**src/rtl/xaui_link_pkg.sv**
```systemverilog
// Shared types and widths for the XAUI link bring-up controller.
package xaui_link_pkg;

  localparam int XAUI_LANES = 4;
  localparam int XAUI_BYTES = 8;
  localparam int RETRY_W    = 8;
  localparam int ERR_W      = 16;
  localparam int TIMER_W    = 16;

  typedef enum logic [2:0] {
    ST_IDLE      = 3'd0,
    ST_RESET     = 3'd1,
    ST_WAIT_LOCK = 3'd2,
    ST_ALIGN     = 3'd3,
    ST_SYNC      = 3'd4,
    ST_UP        = 3'd5
  } link_state_e;

  function automatic logic [RETRY_W-1:0] sat_inc_retry(input logic [RETRY_W-1:0] v);
    return (v == {RETRY_W{1'b1}}) ? v : v + RETRY_W'(1);
  endfunction

  function automatic logic [ERR_W-1:0] sat_inc_err(input logic [ERR_W-1:0] v);
    return (v == {ERR_W{1'b1}}) ? v : v + ERR_W'(1);
  endfunction

endpackage

```
**src/rtl/xaui_link_if.sv**
```systemverilog
// Control, MGT and status signals between the link controller and its environment.
interface xaui_link_if;
  import xaui_link_pkg::*;

  logic                    enable;
  logic                    mgt_tx_rst;
  logic                    mgt_rx_rst;
  logic [XAUI_LANES-1:0]   mgt_rxlock;
  logic [XAUI_LANES-1:0]   mgt_rxencommaalign;
  logic                    mgt_rxenchansync;
  logic [XAUI_LANES-1:0]   mgt_rxsyncok;
  logic [XAUI_BYTES-1:0]   mgt_rxcodevalid;
  logic [XAUI_LANES-1:0]   mgt_rxbufferr;
  logic                    link_up;
  logic [2:0]              state;
  logic [RETRY_W-1:0]      retry_count;
  logic [ERR_W-1:0]        err_count;

  modport master (
    input  enable, mgt_rxlock, mgt_rxsyncok, mgt_rxcodevalid, mgt_rxbufferr,
    output mgt_tx_rst, mgt_rx_rst, mgt_rxencommaalign, mgt_rxenchansync,
           link_up, state, retry_count, err_count
  );

  modport slave (
    output enable, mgt_rxlock, mgt_rxsyncok, mgt_rxcodevalid, mgt_rxbufferr,
    input  mgt_tx_rst, mgt_rx_rst, mgt_rxencommaalign, mgt_rxenchansync,
           link_up, state, retry_count, err_count
  );

endinterface

```
**src/rtl/xaui_link_timer.sv**
```systemverilog
// Loadable up-counter with clear and a terminal-count compare.
module xaui_link_timer #(
  parameter int WIDTH = 16
) (
  input  logic             clk_i,
  input  logic             rst_i,
  input  logic             clr_i,
  input  logic             load_i,
  input  logic [WIDTH-1:0] load_val_i,
  input  logic             en_i,
  input  logic [WIDTH-1:0] term_i,
  output logic             tc_o
);

  logic [WIDTH-1:0] cnt_q, cnt_d;

  always_comb begin
    cnt_d = cnt_q;
    if (clr_i) begin
      cnt_d = '0;
    end else if (load_i) begin
      cnt_d = load_val_i;
    end else if (en_i) begin
      cnt_d = cnt_q + WIDTH'(1);
    end else begin
      cnt_d = cnt_q;
    end
  end

  always_ff @(posedge clk_i) begin
    if (rst_i) cnt_q <= '0;
    else       cnt_q <= cnt_d;
  end

  assign tc_o = (cnt_q == term_i);

endmodule

```
**src/rtl/xaui_link_ctrl.sv**
```systemverilog
// Per-port XAUI bring-up FSM: MGT reset, lock wait, comma align, bonding, link supervision.
module xaui_link_ctrl
  import xaui_link_pkg::*;
#(
  parameter int RST_CYCLES    = 64,
  parameter int LOCK_TIMEOUT  = 65535,
  parameter int ALIGN_TIMEOUT = 65535,
  parameter int ALIGN_HOLD    = 16,
  parameter int ERR_THRESH    = 8
) (
  input  logic        xaui_clk,
  input  logic        reset,
  xaui_link_if.master lnk
);

  localparam logic [TIMER_W-1:0] RST_TERM   = TIMER_W'(RST_CYCLES - 1);
  localparam logic [TIMER_W-1:0] LOCK_TERM  = TIMER_W'(LOCK_TIMEOUT - 1);
  localparam logic [TIMER_W-1:0] ALIGN_TERM = TIMER_W'(ALIGN_TIMEOUT - 1);
  localparam logic [TIMER_W-1:0] HOLD_TERM  = TIMER_W'(ALIGN_HOLD - 1);
  localparam logic [TIMER_W-1:0] ERR_TERM   = TIMER_W'(ERR_THRESH - 1);

  link_state_e             state_q, state_d, next_s;
  logic                    en_q;
  logic [XAUI_LANES-1:0]   lock_q, sync_q, buf_q;
  logic [XAUI_BYTES-1:0]   cv_q;
  logic [TIMER_W-1:0]      run_q, run_d, bad_q, bad_d, tmr_term_s;
  logic [RETRY_W-1:0]      retry_q, retry_d;
  logic [ERR_W-1:0]        err_q, err_d;
  logic                    tx_rst_q, tx_rst_d, rx_rst_q, rx_rst_d;
  logic [XAUI_LANES-1:0]   comma_q, comma_d;
  logic                    chsync_q, chsync_d, link_up_q, link_up_d;
  logic                    tmr_tc_s, cause_s, lock_ok_s, sync_ok_s, cv_ok_s, entry_s;

  assign lock_ok_s = (lock_q == {XAUI_LANES{1'b1}});
  assign sync_ok_s = (sync_q == {XAUI_LANES{1'b1}});
  assign cv_ok_s   = (cv_q == {XAUI_BYTES{1'b1}});
  assign entry_s   = (state_d != state_q);

  always_comb begin
    tmr_term_s = ALIGN_TERM;
    case (state_q)
      ST_RESET:     tmr_term_s = RST_TERM;
      ST_WAIT_LOCK: tmr_term_s = LOCK_TERM;
      default:      tmr_term_s = ALIGN_TERM;
    endcase
  end

  xaui_link_timer #(.WIDTH(TIMER_W)) u_timer (
    .clk_i      (xaui_clk),
    .rst_i      (reset),
    .clr_i      (entry_s),
    .load_i     (1'b0),
    .load_val_i ({TIMER_W{1'b0}}),
    .en_i       (1'b1),
    .term_i     (tmr_term_s),
    .tc_o       (tmr_tc_s)
  );

  // Success paths take precedence over a timeout landing in the same cycle.
  always_comb begin
    next_s  = state_q;
    cause_s = 1'b0;
    case (state_q)
      ST_IDLE:      if (en_q) next_s = ST_RESET; else next_s = ST_IDLE;
      ST_RESET:     if (tmr_tc_s) next_s = ST_WAIT_LOCK; else next_s = ST_RESET;
      ST_WAIT_LOCK: if (lock_ok_s) next_s = ST_ALIGN; else cause_s = tmr_tc_s;
      ST_ALIGN:     if (cv_ok_s && run_q == HOLD_TERM) next_s = ST_SYNC; else cause_s = tmr_tc_s;
      ST_SYNC:      if (sync_ok_s) next_s = ST_UP; else cause_s = tmr_tc_s;
      ST_UP:        cause_s = !lock_ok_s || (buf_q != '0) || !sync_ok_s ||
                              (!cv_ok_s && bad_q == ERR_TERM);
      default:      next_s = ST_IDLE;
    endcase

    if (!en_q)        state_d = ST_IDLE;
    else if (cause_s) state_d = ST_RESET;
    else              state_d = next_s;

    if (en_q && cause_s) retry_d = sat_inc_retry(retry_q);
    else                 retry_d = retry_q;
    if (state_q == ST_UP && !cv_ok_s) err_d = sat_inc_err(err_q);
    else                              err_d = err_q;

    if (entry_s)      run_d = '0;
    else if (cv_ok_s) run_d = run_q + TIMER_W'(1);
    else              run_d = '0;
    if (entry_s)      bad_d = '0;
    else if (cv_ok_s) bad_d = '0;
    else              bad_d = bad_q + TIMER_W'(1);

    // Outputs are decoded from the next state so they move together with state.
    tx_rst_d  = (state_d == ST_IDLE) || (state_d == ST_RESET);
    rx_rst_d  = tx_rst_d;
    comma_d   = ((state_d == ST_ALIGN) || (state_d == ST_SYNC)) ? {XAUI_LANES{1'b1}} : '0;
    chsync_d  = (state_d == ST_SYNC) || (state_d == ST_UP);
    link_up_d = (state_d == ST_UP);
  end

  always_ff @(posedge xaui_clk) begin
    if (reset) begin
      state_q   <= ST_IDLE;
      en_q      <= 1'b0;
      lock_q    <= '0;
      sync_q    <= '0;
      buf_q     <= '0;
      cv_q      <= '0;
      run_q     <= '0;
      bad_q     <= '0;
      retry_q   <= '0;
      err_q     <= '0;
      tx_rst_q  <= 1'b1;
      rx_rst_q  <= 1'b1;
      comma_q   <= '0;
      chsync_q  <= 1'b0;
      link_up_q <= 1'b0;
    end else begin
      state_q   <= state_d;
      en_q      <= lnk.enable;
      lock_q    <= lnk.mgt_rxlock;
      sync_q    <= lnk.mgt_rxsyncok;
      buf_q     <= lnk.mgt_rxbufferr;
      cv_q      <= lnk.mgt_rxcodevalid;
      run_q     <= run_d;
      bad_q     <= bad_d;
      retry_q   <= retry_d;
      err_q     <= err_d;
      tx_rst_q  <= tx_rst_d;
      rx_rst_q  <= rx_rst_d;
      comma_q   <= comma_d;
      chsync_q  <= chsync_d;
      link_up_q <= link_up_d;
    end
  end

  assign lnk.state              = state_q;
  assign lnk.mgt_tx_rst         = tx_rst_q;
  assign lnk.mgt_rx_rst         = rx_rst_q;
  assign lnk.mgt_rxencommaalign = comma_q;
  assign lnk.mgt_rxenchansync   = chsync_q;
  assign lnk.link_up            = link_up_q;
  assign lnk.retry_count        = retry_q;
  assign lnk.err_count          = err_q;

endmodule

```
**src/flat_wrapper.sv**
```systemverilog
// flat-port wrapper written by rule: the top's interface ports become plain ports
module xaui_link_ctrl_flat import xaui_link_pkg::*;
#(
  parameter int RST_CYCLES    = 64,
  parameter int LOCK_TIMEOUT  = 65535,
  parameter int ALIGN_TIMEOUT = 65535,
  parameter int ALIGN_HOLD    = 16,
  parameter int ERR_THRESH    = 8
)
  (xaui_clk, reset, lnk_enable, lnk_mgt_rxlock, lnk_mgt_rxsyncok, lnk_mgt_rxcodevalid, lnk_mgt_rxbufferr, lnk_mgt_tx_rst, lnk_mgt_rx_rst, lnk_mgt_rxencommaalign, lnk_mgt_rxenchansync, lnk_link_up, lnk_state, lnk_retry_count, lnk_err_count);
  xaui_link_if lnk_i ();
  input  logic xaui_clk;
  input  logic reset;
  input wire logic [$bits(lnk_i.enable)-1:0] lnk_enable;
  input wire logic [$bits(lnk_i.mgt_rxlock)-1:0] lnk_mgt_rxlock;
  input wire logic [$bits(lnk_i.mgt_rxsyncok)-1:0] lnk_mgt_rxsyncok;
  input wire logic [$bits(lnk_i.mgt_rxcodevalid)-1:0] lnk_mgt_rxcodevalid;
  input wire logic [$bits(lnk_i.mgt_rxbufferr)-1:0] lnk_mgt_rxbufferr;
  output wire logic [$bits(lnk_i.mgt_tx_rst)-1:0] lnk_mgt_tx_rst;
  output wire logic [$bits(lnk_i.mgt_rx_rst)-1:0] lnk_mgt_rx_rst;
  output wire logic [$bits(lnk_i.mgt_rxencommaalign)-1:0] lnk_mgt_rxencommaalign;
  output wire logic [$bits(lnk_i.mgt_rxenchansync)-1:0] lnk_mgt_rxenchansync;
  output wire logic [$bits(lnk_i.link_up)-1:0] lnk_link_up;
  output wire logic [$bits(lnk_i.state)-1:0] lnk_state;
  output wire logic [$bits(lnk_i.retry_count)-1:0] lnk_retry_count;
  output wire logic [$bits(lnk_i.err_count)-1:0] lnk_err_count;
  assign lnk_i.enable = lnk_enable;
  assign lnk_i.mgt_rxlock = lnk_mgt_rxlock;
  assign lnk_i.mgt_rxsyncok = lnk_mgt_rxsyncok;
  assign lnk_i.mgt_rxcodevalid = lnk_mgt_rxcodevalid;
  assign lnk_i.mgt_rxbufferr = lnk_mgt_rxbufferr;
  assign lnk_mgt_tx_rst = lnk_i.mgt_tx_rst;
  assign lnk_mgt_rx_rst = lnk_i.mgt_rx_rst;
  assign lnk_mgt_rxencommaalign = lnk_i.mgt_rxencommaalign;
  assign lnk_mgt_rxenchansync = lnk_i.mgt_rxenchansync;
  assign lnk_link_up = lnk_i.link_up;
  assign lnk_state = lnk_i.state;
  assign lnk_retry_count = lnk_i.retry_count;
  assign lnk_err_count = lnk_i.err_count;
  xaui_link_ctrl #(.RST_CYCLES(RST_CYCLES), .LOCK_TIMEOUT(LOCK_TIMEOUT), .ALIGN_TIMEOUT(ALIGN_TIMEOUT), .ALIGN_HOLD(ALIGN_HOLD), .ERR_THRESH(ERR_THRESH)) u_core (.xaui_clk(xaui_clk), .reset(reset), .lnk(lnk_i));
endmodule
```
**config.mk**
```make
export PLATFORM = sky130hd
export DESIGN_NAME = xaui_link_ctrl_flat
export DESIGN_NICKNAME = d
export VERILOG_FILES = /design/src/rtl/xaui_link_pkg.sv /design/src/rtl/xaui_link_if.sv /design/src/rtl/xaui_link_timer.sv /design/src/rtl/xaui_link_ctrl.sv /design/src/flat_wrapper.sv
export SDC_FILE = /design/constraint.sdc
export NUM_CORES = 1
export LEC_CHECK = 0
export ABC_AREA = 1
export CORE_MARGIN = 2
export CORE_UTILIZATION = 50
export CTS_CLUSTER_DIAMETER = 60
export DETAILED_ROUTE_END_ITERATION = 6
export GPL_TIMING_DRIVEN = 0
export PLACE_DENSITY = 0.72
export SYNTH_ARGS = -nofsm -noshare
export SYNTH_HDL_FRONTEND = slang
export SYNTH_HIERARCHICAL = 1
export SYNTH_SLANG_ARGS = --single-unit
```
**constraint.sdc**
```tcl
create_clock -name xaui_clk -period 5.85 [get_ports xaui_clk]
set_input_delay 0.8775 -clock xaui_clk [delete_from_list [all_inputs] [get_ports xaui_clk]]
set_output_delay 0.8775 -clock xaui_clk [all_outputs]
set_load 0.01 [all_outputs]
```
==> results of run 1 <==
[cell usage in the layout (no fill, tap or decap), types with 3 or more instances in the layout]
| cell type | count |
|---|---|
| buf_2 | 5 |
| inv_1 | 90 |
| bufinv_16 | 4 |
| nor2_4 | 21 |
| clkbuf_1 | 4 |
| o21ai_1 | 3 |
| nand2_1 | 113 |
| nand3_2 | 5 |
| xnor2_1 | 19 |
| inv_2 | 7 |
| buf_4 | 5 |
| nor2_1 | 98 |
| or2_2 | 4 |
| nand2_2 | 12 |
| nand4_1 | 14 |
| xor2_1 | 28 |
| nor2_2 | 13 |
| a22oi_1 | 11 |
| conb_1 | 26 |
| nand3_1 | 44 |
| clkbuf_8 | 9 |
| nor3_1 | 17 |
| a21oi_1 | 34 |
| a21oi_2 | 3 |
| ha_1 | 5 |
| a211oi_1 | 3 |
| dfxtp_1 | 100 |
| clkdlybuf4s50_1 | 57 |
| o21ai_0 | 17 |
[worst paths after layout]
kind	depth (start not counted)	from	end
worst max-delay path	21	u_core/lnk.state[0]	u_core/u_timer/cnt_q[15]
worst min-delay path	1	u_core/bad_q[0]	u_core/bad_q[0]
worst max register to register	21	u_core/lnk.state[0]	u_core/u_timer/cnt_q[15]
worst min register to register	1	u_core/bad_q[0]	u_core/bad_q[0]
[flip-flops by register name, indices dropped and copies added, names as in the netlist, 3 cells and up]
name and cells:
u_core/buf_q 4, u_core/sync_q 4, u_core/lock_q 4, u_core/u_timer/cnt_q 16, u_core/run_q 16, u_core/cv_q 8, u_core/lnk.retry_count 8, u_core/lnk.state 3
u_core/lnk.err_count 16, u_core/bad_q 16
[logic make-up (layout without fill, tap and decap cells)]
logic type,count (synthesis),count (layout)
AND/OR/NAND/NOR,350,350
adder cells (fa/ha/maj),5,5
buffers and inverters,115,187
XOR/XNOR,47,47
AO/OA/AOI/OAI,78,78
flip-flops,100,100
other,2,26
[layout make-up]
type                    instances  area share
inverters                      97      0.0580
flip-flops and latches        100       0.319
clock inverters                 6      0.0219
repair buffers                 57      0.0909
multi-input cells             506       0.443
clock buffers                   9      0.0197
plain buffers                  18      0.0199
well taps                     136      0.0271
[synth_stat cells, drive strengths merged]
library cell and n:
and3 1, buf 14, a211oi 3, conb 2
nor3 18, o31ai 1, o21bai 2, xnor2 19
xor2 28, o21a 1, a21oi 37, nand2 125
nand3 51, a31oi 2, nor3b 1, inv 97
nand4 14, o21ai 20, a22oi 11, clkbuf 4
or2 4, dfxtp 100, nor4 1, nor2 133
o22ai 1, nand3b 2, ha 5
[worst register-to-register path: cells and delay by family (launching register included)]
family                    cells  cell delay (ns)
buffers and inverters         5             0.87
xor gates and xnor gates      1             0.25
AOI/OAI and AO/OA             3             0.57
and+or+nand+nor              12             1.96
DFF                           1             0.37
[through the flow]
stage / hold slack [ns] / power, mW
floorplan: 0.418 / 0.782
CTS: 0.453 / 1.38
finish: 0.448 / 1.36
detailed placement: 0.435 / 0.811
global route: 0.484 / 1.42
global placement: 0.428 / 0.809
[layer usage]
metal  global-route usage  routed length, microns  up-vias
met5                    0                       0        -
met4               0.0677                     203        0
met3               0.0668                     543       18
met2                0.331                    5020       89
met1                0.267                    5130     2036
li1                     -                       -     2358
[report_power, final]
| group | switching (mW) | leakage [nW] | internal (mW) |
|---|---|---|---|
| sequential | 0.0127 | 0.814 | 0.695 |
| combinational | 0.0497 | 1.57 | 0.0396 |
| clock | 0.241 | 0.129 | 0.326 |
==> impl_metrics.tcl, run 1 <==
set metrics [dict create \
    antenna_found_initial 0 \
    slowest_stage "nor2_1" \
    dpl_worst_slack_ns 1.83 \
    r2r_slack_ns 1.73 \
    synth_fa_ha_area_frac 0.0121 \
    worst-setup-path-type "reg -> reg" \
    finalNetCount 817 \
    synth_area_leaders "dfxtp_1 39%, nand2_1 8.2%, nor2_1 7.1%, inv_1 6.5%, xor2_1 4.7%" \
    syn_inst 697 \
    via_per_inst 4.84 \
    cts_max_path_buffers 2 \
    synth.area.mux_share 0 \
    grt_overflow 0 \
    layout-drive-gt1-share 0.124 \
    num_antenna_cells 0 \
    htreeDepth 3 \
    setup_tns_ns 0 \
    regArea_sq_mm 0.00200 \
    irDropWorstVdd_uv 183 \
    ant_nets 0 \
    cts-root-buf "clkbuf_8" \
    period_share 0.705 \
    dp_hpwl_microns 8070 \
    setup_viol 0 \
    clock_sinks 100 \
    drtIter0Drc 212 \
    path_buf_inv 5 \
    fp.dieW_microns 106 \
    worstMarginPinSlew_ns 0.542 \
    wire_per_inst_microns 11.7 \
    dpl-instance-area_sq_mm 0.00602 \
    clk_pin_slew_worst_paths_ns 0.10 \
    powerDensity_mw_per_mm2 217 \
    grt_start_max_net_pins 17 \
    critical_path.max_stage_delay_ns 0.40 \
    synthDistinctLibCells 41 \
    cp.arrival_ns 4.42 \
    ctsResizeCount 0 \
    row_count 37 \
    cp_top_family "simple AND/OR/NAND/NOR gates" \
    critPathRequiredTime_ns 6.15 \
    avgSynthCellArea_sq_um 7.44 \
    maxSlewHeadroom 0.638 \
    critPathLaunchType "flip-flop" \
    slew_viol_final 0 \
    placed_cells 914 \
    synth_top_area_share 0.386 \
    start_util 0.509 \
    p_leak_nw 2.51 \
    num_vias 4501 \
    yosys.area_share.simple 0.339 \
    cts-buffers-inserted 9 \
    crit_chain "inv_2, nor2_1, inv_1, nor2_2, inv_1, xnor2_1, nand3_1, nor3_1, nand2_1, nor2_1, a21oi_1, a21oi_2, nand2_2, nand2_1, nand2_2, nor2_8, nand2_1, nor2_1, inv_1, clkbuf_1, a21oi_1" \
    clock_skew_ns 0.00714 \
    fill_cells 942 \
    period_minus_slack_ns 4.12 \
    fin_util 0.616 \
    ys_seq_elements 100 \
    final_cell_area_sq_mm 0.00628 \
    cts_setup_buffers 0 \
    cts_hold_buf 0 \
    grt_pass1_wl_microns 18800 \
    synth_top_area_cell "dfxtp_1" \
    maxCapViolCount 0 \
    synth_compound_area_frac 0.0876 \
    yosysSeqAreaShare 0.386 \
    port-buffer-count 57 \
    core_sq_mm 0.0102 \
    syn_to_final_growth_pct 21.1 \
    netlist_area_sq_mm 0.00518 \
    instances_no_fill 929 \
    hp-class "reg -> reg" \
    hold_violations 0 \
    io_pins 58 \
    die_area_sq_mm 0.0112 \
    fp.dieH_microns 106 \
    grt_usage 0.208 \
    grt_pass1_vias 4219 \
    synth_top_family_by_area "simple AND/OR/NAND/NOR gates" \
    clk_latency_ns 0.37 \
    cp_max_fo 15 \
    dr.pass1.iters 4 \
    worst_slack_ns 1.73 \
    drc_errors 0 \
    multi_input_area_sq_mm 0.00278 \
    end_kind "flip-flop" \
    synth_xor_area_frac 0.0794 \
    routed_wl_microns 10900 \
    cts_tree "built" \
    yosys_warnings 6 \
    status "finished clean" \
    routabilityCongestion 0.859 \
    fmax_mhz 242 \
    rsz0062_at_grt "no" \
]
Power figures use the tool's default switching activity.
==> run 2: changes to the inputs <==
==> constraint.sdc (replaced) <==
create_clock -name xaui_clk -period 4.3 [get_ports xaui_clk]
set_input_delay 0.645 -clock xaui_clk [delete_from_list [all_inputs] [get_ports xaui_clk]]
set_output_delay 0.645 -clock xaui_clk [all_outputs]
set_load 0.01 [all_outputs]
==> run 2 against run 1 <==
Net effect: count of clock-buffer cells in the layout is the same; routed wire length is essentially flat; combinational power grew 35%; critical path depth grew 2; sequential cell count is the same; cell area is essentially flat; critical path type unchanged; first-iteration DRC count is the same; critical endpoint unchanged.
==> impl_metrics.tcl, run 2 (synthesis gave the netlist of run 1 again) <==
set metrics [dict create \
    port-buffer-count 57 \
    powerDensity_mw_per_mm2 296 \
    fmax_mhz 249 \
    die_area_sq_mm 0.0112 \
    finalNetCount 817 \
    drc_errors 0 \
    slowest_stage "dfxtp_1" \
    cp.arrival_ns 4.32 \
    grt_usage 0.208 \
    dr.pass1.iters 6 \
    num_antenna_cells 0 \
    end_kind "flip-flop" \
    cts-root-buf "clkbuf_8" \
    slew_viol_final 0 \
    drtIter0Drc 212 \
    layout_common_cells "113 x nand2_1, 100 x dfxtp_1, 97 x nor2_1, 90 x inv_1, 57 x clkdlybuf4s50_1" \
    clk_latency_ns 0.37 \
    critPathLaunchType "flip-flop" \
    htreeDepth 3 \
    cp_top_family "simple AND/OR/NAND/NOR gates" \
    cts_max_path_buffers 2 \
    fin_util 0.617 \
    io_pins 58 \
    period_minus_slack_ns 4.02 \
    cp_max_fo 15 \
    period_share 0.935 \
    setup_viol 0 \
    ant_nets 0 \
    syn_to_final_growth_pct 21.1 \
    hp-class "reg -> reg" \
    core_sq_mm 0.0102 \
    start_util 0.509 \
    regArea_sq_mm 0.00200 \
    cts_hold_buf 0 \
    critical_path.max_stage_delay_ns 0.37 \
    critPathRequiredTime_ns 4.60 \
    status "finished clean" \
    row_count 37 \
    multi_input_area_sq_mm 0.00279 \
    fill_cells 943 \
    ctsResizeCount 0 \
    fp.dieH_microns 106 \
    hold_violations 0 \
    via_per_inst 4.84 \
    grt_pass1_vias 4219 \
    antenna_found_initial 0 \
    maxCapViolCount 0 \
    layout-drive-gt1-share 0.125 \
    clk_pin_slew_worst_paths_ns 0.10 \
    fp.dieW_microns 106 \
    crit_chain "inv_2, nor2_1, inv_1, nor2_2, inv_1, xnor2_1, nand3_1, nor3_1, nand2_1, nor2_2, inv_1, nor2_1, nand2_1, nand2_1, nor2_4, nand2_1, nand3_1, nand2_2, nand2_1, nor2_1, inv_1, clkbuf_1, a21oi_1" \
    cts_tree "built" \
    routed_wl_microns 10900 \
    worstMarginPinSlew_ns 0.546 \
    grt_pass1_wl_microns 18800 \
    grt_start_max_net_pins 17 \
    dp_hpwl_microns 8070 \
    irDropWorstVdd_uv 249 \
    cts_setup_buffers 0 \
    grt_overflow 0 \
    cp_common_cell "nand2_1" \
    clock_skew_ns 0.00859 \
    worst-setup-path-type "reg -> reg" \
    path_buf_inv 6 \
    maxSlewHeadroom 0.636 \
    num_vias 4496 \
    p_leak_nw 2.51 \
    wire_per_inst_microns 11.7 \
    layout_commonest_cell "nand2_1" \
    power_mw 1.86 \
    cts-buffers-inserted 9 \
    clock_sinks 100 \
    routabilityCongestion 0.859 \
]
==> run 2: cell counts in the layout (fill, tap and decap cells not counted) <==
No cell type changed its count.
==> run 2: stage by stage <==
step	worst slack (ns)	setup TNS (ns)	hold slack [ns]	cells	instance area (sq um)
6_report	0.281	0	0.448	929	6280
3_5_place_dp	0.281	0	0.435	914	6020
4_1_cts	0.240	0	0.453	929	6280
2_1_floorplan	1.29	0	0.418	721	5280
3_3_place_gp	0.416	0	0.428	914	6020
5_1_grt	-0.0360	-0.0754	0.484	929	6280
==> run 2: layer usage <==
layer  GRT usage  part of all wire  vias to the layer above  wire [microns]
met3      0.0668             0.053                       18             581
met5           0                 0                        -               0
met4      0.0677             0.019                        0             203
met1       0.267              0.47                     2026            5080
met2       0.331              0.46                       94            5030
li1            -                 -                     2358               -
==> run 2: final timing paths <==
path | from | cells past startpoint | slack (ns) | endpoint
worst min register to register | u_core/bad_q[0] | 1 | 0.45 | u_core/bad_q[0]
worst max register to register | u_core/lnk.state[0] | 23 | 0.28 | u_core/u_timer/cnt_q[15]
worst min-delay path | u_core/bad_q[0] | 1 | 0.45 | u_core/bad_q[0]
worst max-delay path | u_core/lnk.state[0] | 23 | 0.28 | u_core/u_timer/cnt_q[15]
==> run 2: worst reg2reg max path, stage by stage (launching register included) <==
cell	delay, ns
dfxtp_1	0.37
inv_2	0.08
nor2_1	0.12
inv_1	0.06
nor2_2	0.22
inv_1	0.32
xnor2_1	0.24
nand3_1	0.09
nor3_1	0.25
nand2_1	0.11
nor2_2	0.29
inv_1	0.07
nor2_1	0.10
nand2_1	0.05
nand2_1	0.10
nor2_4	0.06
nand2_1	0.10
nand3_1	0.09
nand2_2	0.15
nand2_1	0.09
nor2_1	0.33
inv_1	0.13
clkbuf_1	0.29
a21oi_1	0.21
==> run 2: report_power, final <==
group | internal [mW] | switching, mW
Clock | 0.444 | 0.329
Combinational | 0.0539 | 0.0676
Sequential | 0.946 | 0.0173
==> run 2: final cells by class <==
cell class,instances,area share
Tap cell,136,0.0271
Sequential cell,100,0.319
Clock buffer,9,0.0197
Multi-Input combinational cell,506,0.444
Timing Repair Buffer,57,0.0909
Inverter,97,0.0580
Buffer,18,0.0199
Clock inverter,6,0.0219
==> run 3: changes to the inputs <==
--- a/config.mk
+++ b/config.mk
@@ -10,8 +10,9 @@
 export CORE_UTILIZATION = 50
 export CTS_CLUSTER_DIAMETER = 60
 export DETAILED_ROUTE_END_ITERATION = 6
-export GPL_TIMING_DRIVEN = 0
 export PLACE_DENSITY = 0.72
+export RECOVER_POWER = 100
+export SETUP_SLACK_MARGIN = 0.15
 export SYNTH_ARGS = -nofsm -noshare
 export SYNTH_HDL_FRONTEND = slang
 export SYNTH_HIERARCHICAL = 1
==> run 3 against run 2 <==
Net effect: maximum frequency grew 12%; clock power shrank 27%; clock skew grew 0.0024 ns; cell area shrank 3.9%; first-iteration DRC count grew 33%; die area is the same; routed wire length shrank 0.20%; final cell count shrank 1.7%; combinational power shrank 9%; critical path type unchanged; highest routed layer unchanged.
==> impl_metrics.tcl, run 3 (synthesis gave the netlist of run 1 again) <==
set metrics [dict create \
    hp-class "reg -> reg" \
    maxCapViolCount 0 \
    dpl-instance-area_sq_mm 0.00590 \
    cp.arrival_ns 3.88 \
    dp_hpwl_microns 8040 \
    routed_wl_microns 10900 \
    slew_viol_final 0 \
    wire_per_inst_microns 11.9 \
    period_minus_slack_ns 3.60 \
    core_sq_mm 0.0102 \
    fp.dieH_microns 106 \
    htreeDepth 3 \
    port-buffer-count 57 \
    irDropWorstVdd_uv 211 \
    clock_sinks 100 \
    syn_to_final_growth_pct 16.4 \
    setup_viol 0 \
    cts_hold_buf 0 \
    status "finished clean" \
    grt_usage 0.199 \
    p_leak_nw 2.50 \
    worstMarginPinSlew_ns 0.851 \
    critPathLaunchType "flip-flop" \
    grt_start_max_net_pins 24 \
    cts_tree "built" \
    row_count 37 \
    critPathRequiredTime_ns 4.58 \
    powerDensity_mw_per_mm2 271 \
    num_vias 4480 \
    maxSlewHeadroom 0.431 \
    grt_overflow 0 \
    layout-drive-gt1-share 0.102 \
    end_kind "flip-flop" \
    setup_tns_ns 0 \
    rsz0062_at_grt "no" \
    cts-buffers-inserted 9 \
    cts-root-buf "clkbuf_8" \
    cts_max_path_buffers 2 \
    layout_common_cells "116 x nand2_1, 100 x dfxtp_1, 99 x nor2_1, 91 x inv_1, 45 x nand3_1" \
    layout_commonest_cell "nand2_1" \
    period_share 0.837 \
    drc_errors 0 \
    ant_nets 0 \
    die_area_sq_mm 0.0112 \
    clock_skew_ns 0.0110 \
    dr.pass1.iters 5 \
    grt_pass1_vias 4262 \
    hold_violations 0 \
    io_pins 58 \
    cp_max_fo 16 \
    cts_setup_buffers 0 \
    num_antenna_cells 0 \
    clk_latency_ns 0.37 \
    grt_pass1_wl_microns 18300 \
    ctsResizeCount 0 \
    fp.dieW_microns 106 \
    drtIter0Drc 283 \
    routabilityCongestion 0.909 \
    final_cell_area_sq_mm 0.00604 \
    via_per_inst 4.91 \
    finalNetCount 800 \
    clk_pin_slew_worst_paths_ns 0.10 \
    start_util 0.509 \
    antenna_found_initial 0 \
    worst-setup-path-type "reg -> reg" \
    fmax_mhz 278 \
]
==> run 3: critical path, cell delays in order (launching register included) <==
cell	delay (ns)
dfxtp_1	0.36
inv_1	0.11
nor2_1	0.16
inv_1	0.08
nor2_2	0.15
inv_1	0.25
or2_2	0.37
nand4_1	0.12
nor2_1	0.05
nand2_1	0.06
nor2_1	0.09
inv_1	0.06
nor2_1	0.05
nand2_1	0.07
nand2_1	0.06
nor2_1	0.21
nand2_1	0.11
nand2_1	0.17
nand2_2	0.05
nand2_1	0.12
nand3_2	0.56
nor2_1	0.25
==> run 3: path summary, 6_finish.rpt <==
kind,from,depth (start not counted),slack (ns),to
max reg2reg,u_core/lnk.state[0],21,0.70,u_core/run_q[1]
min,u_core/run_q[0],1,0.45,u_core/run_q[0]
min reg2reg,u_core/run_q[0],1,0.45,u_core/run_q[0]
max,u_core/lnk.state[0],21,0.70,u_core/run_q[1]
==> run 3: final cells by class <==
class                           count  area, sq um
Fill cell                         939         4150
Multi-Input combinational cell    506         2750
Sequential cell                   100         2000
Timing Repair Buffer               58          574
Inverter                           97          364
Tap cell                          136          170
Clock buffer                       10          128
Clock inverter                      6         53.8
==> run 3: per-stage QoR <==
step / power (mW) / std cells / utilization / worst slack [ns] / hold slack, ns
after detailed placement: 1.10 / 897 / 0.579 / 0.835 / 0.435
after CTS: 1.66 / 913 / 0.597 / 0.781 / 0.457
final: 1.64 / 913 / 0.593 / 0.700 / 0.452
after global routing: 1.71 / 913 / 0.593 / 0.146 / 0.484
after global placement: 1.09 / 897 / 0.579 / 1.06 / 0.428
after floorplan: 1.06 / 721 / - / 1.29 / 0.418
==> run 3: power breakdown <==
part / total (mW) / leakage (nW) / internal (mW) / switching (mW)
clock: 0.562 / 0.0898 / 0.222 / 0.340
sequential: 0.966 / 0.814 / 0.946 / 0.0194
combinational: 0.110 / 1.60 / 0.0471 / 0.0630
==> run 3: layer usage <==
metal	part of all wire	GRT usage
met1	0.44	0.237
met2	0.50	0.350
met3	0.050	0.0464
met4	0.017	0.0695
met5	0	0
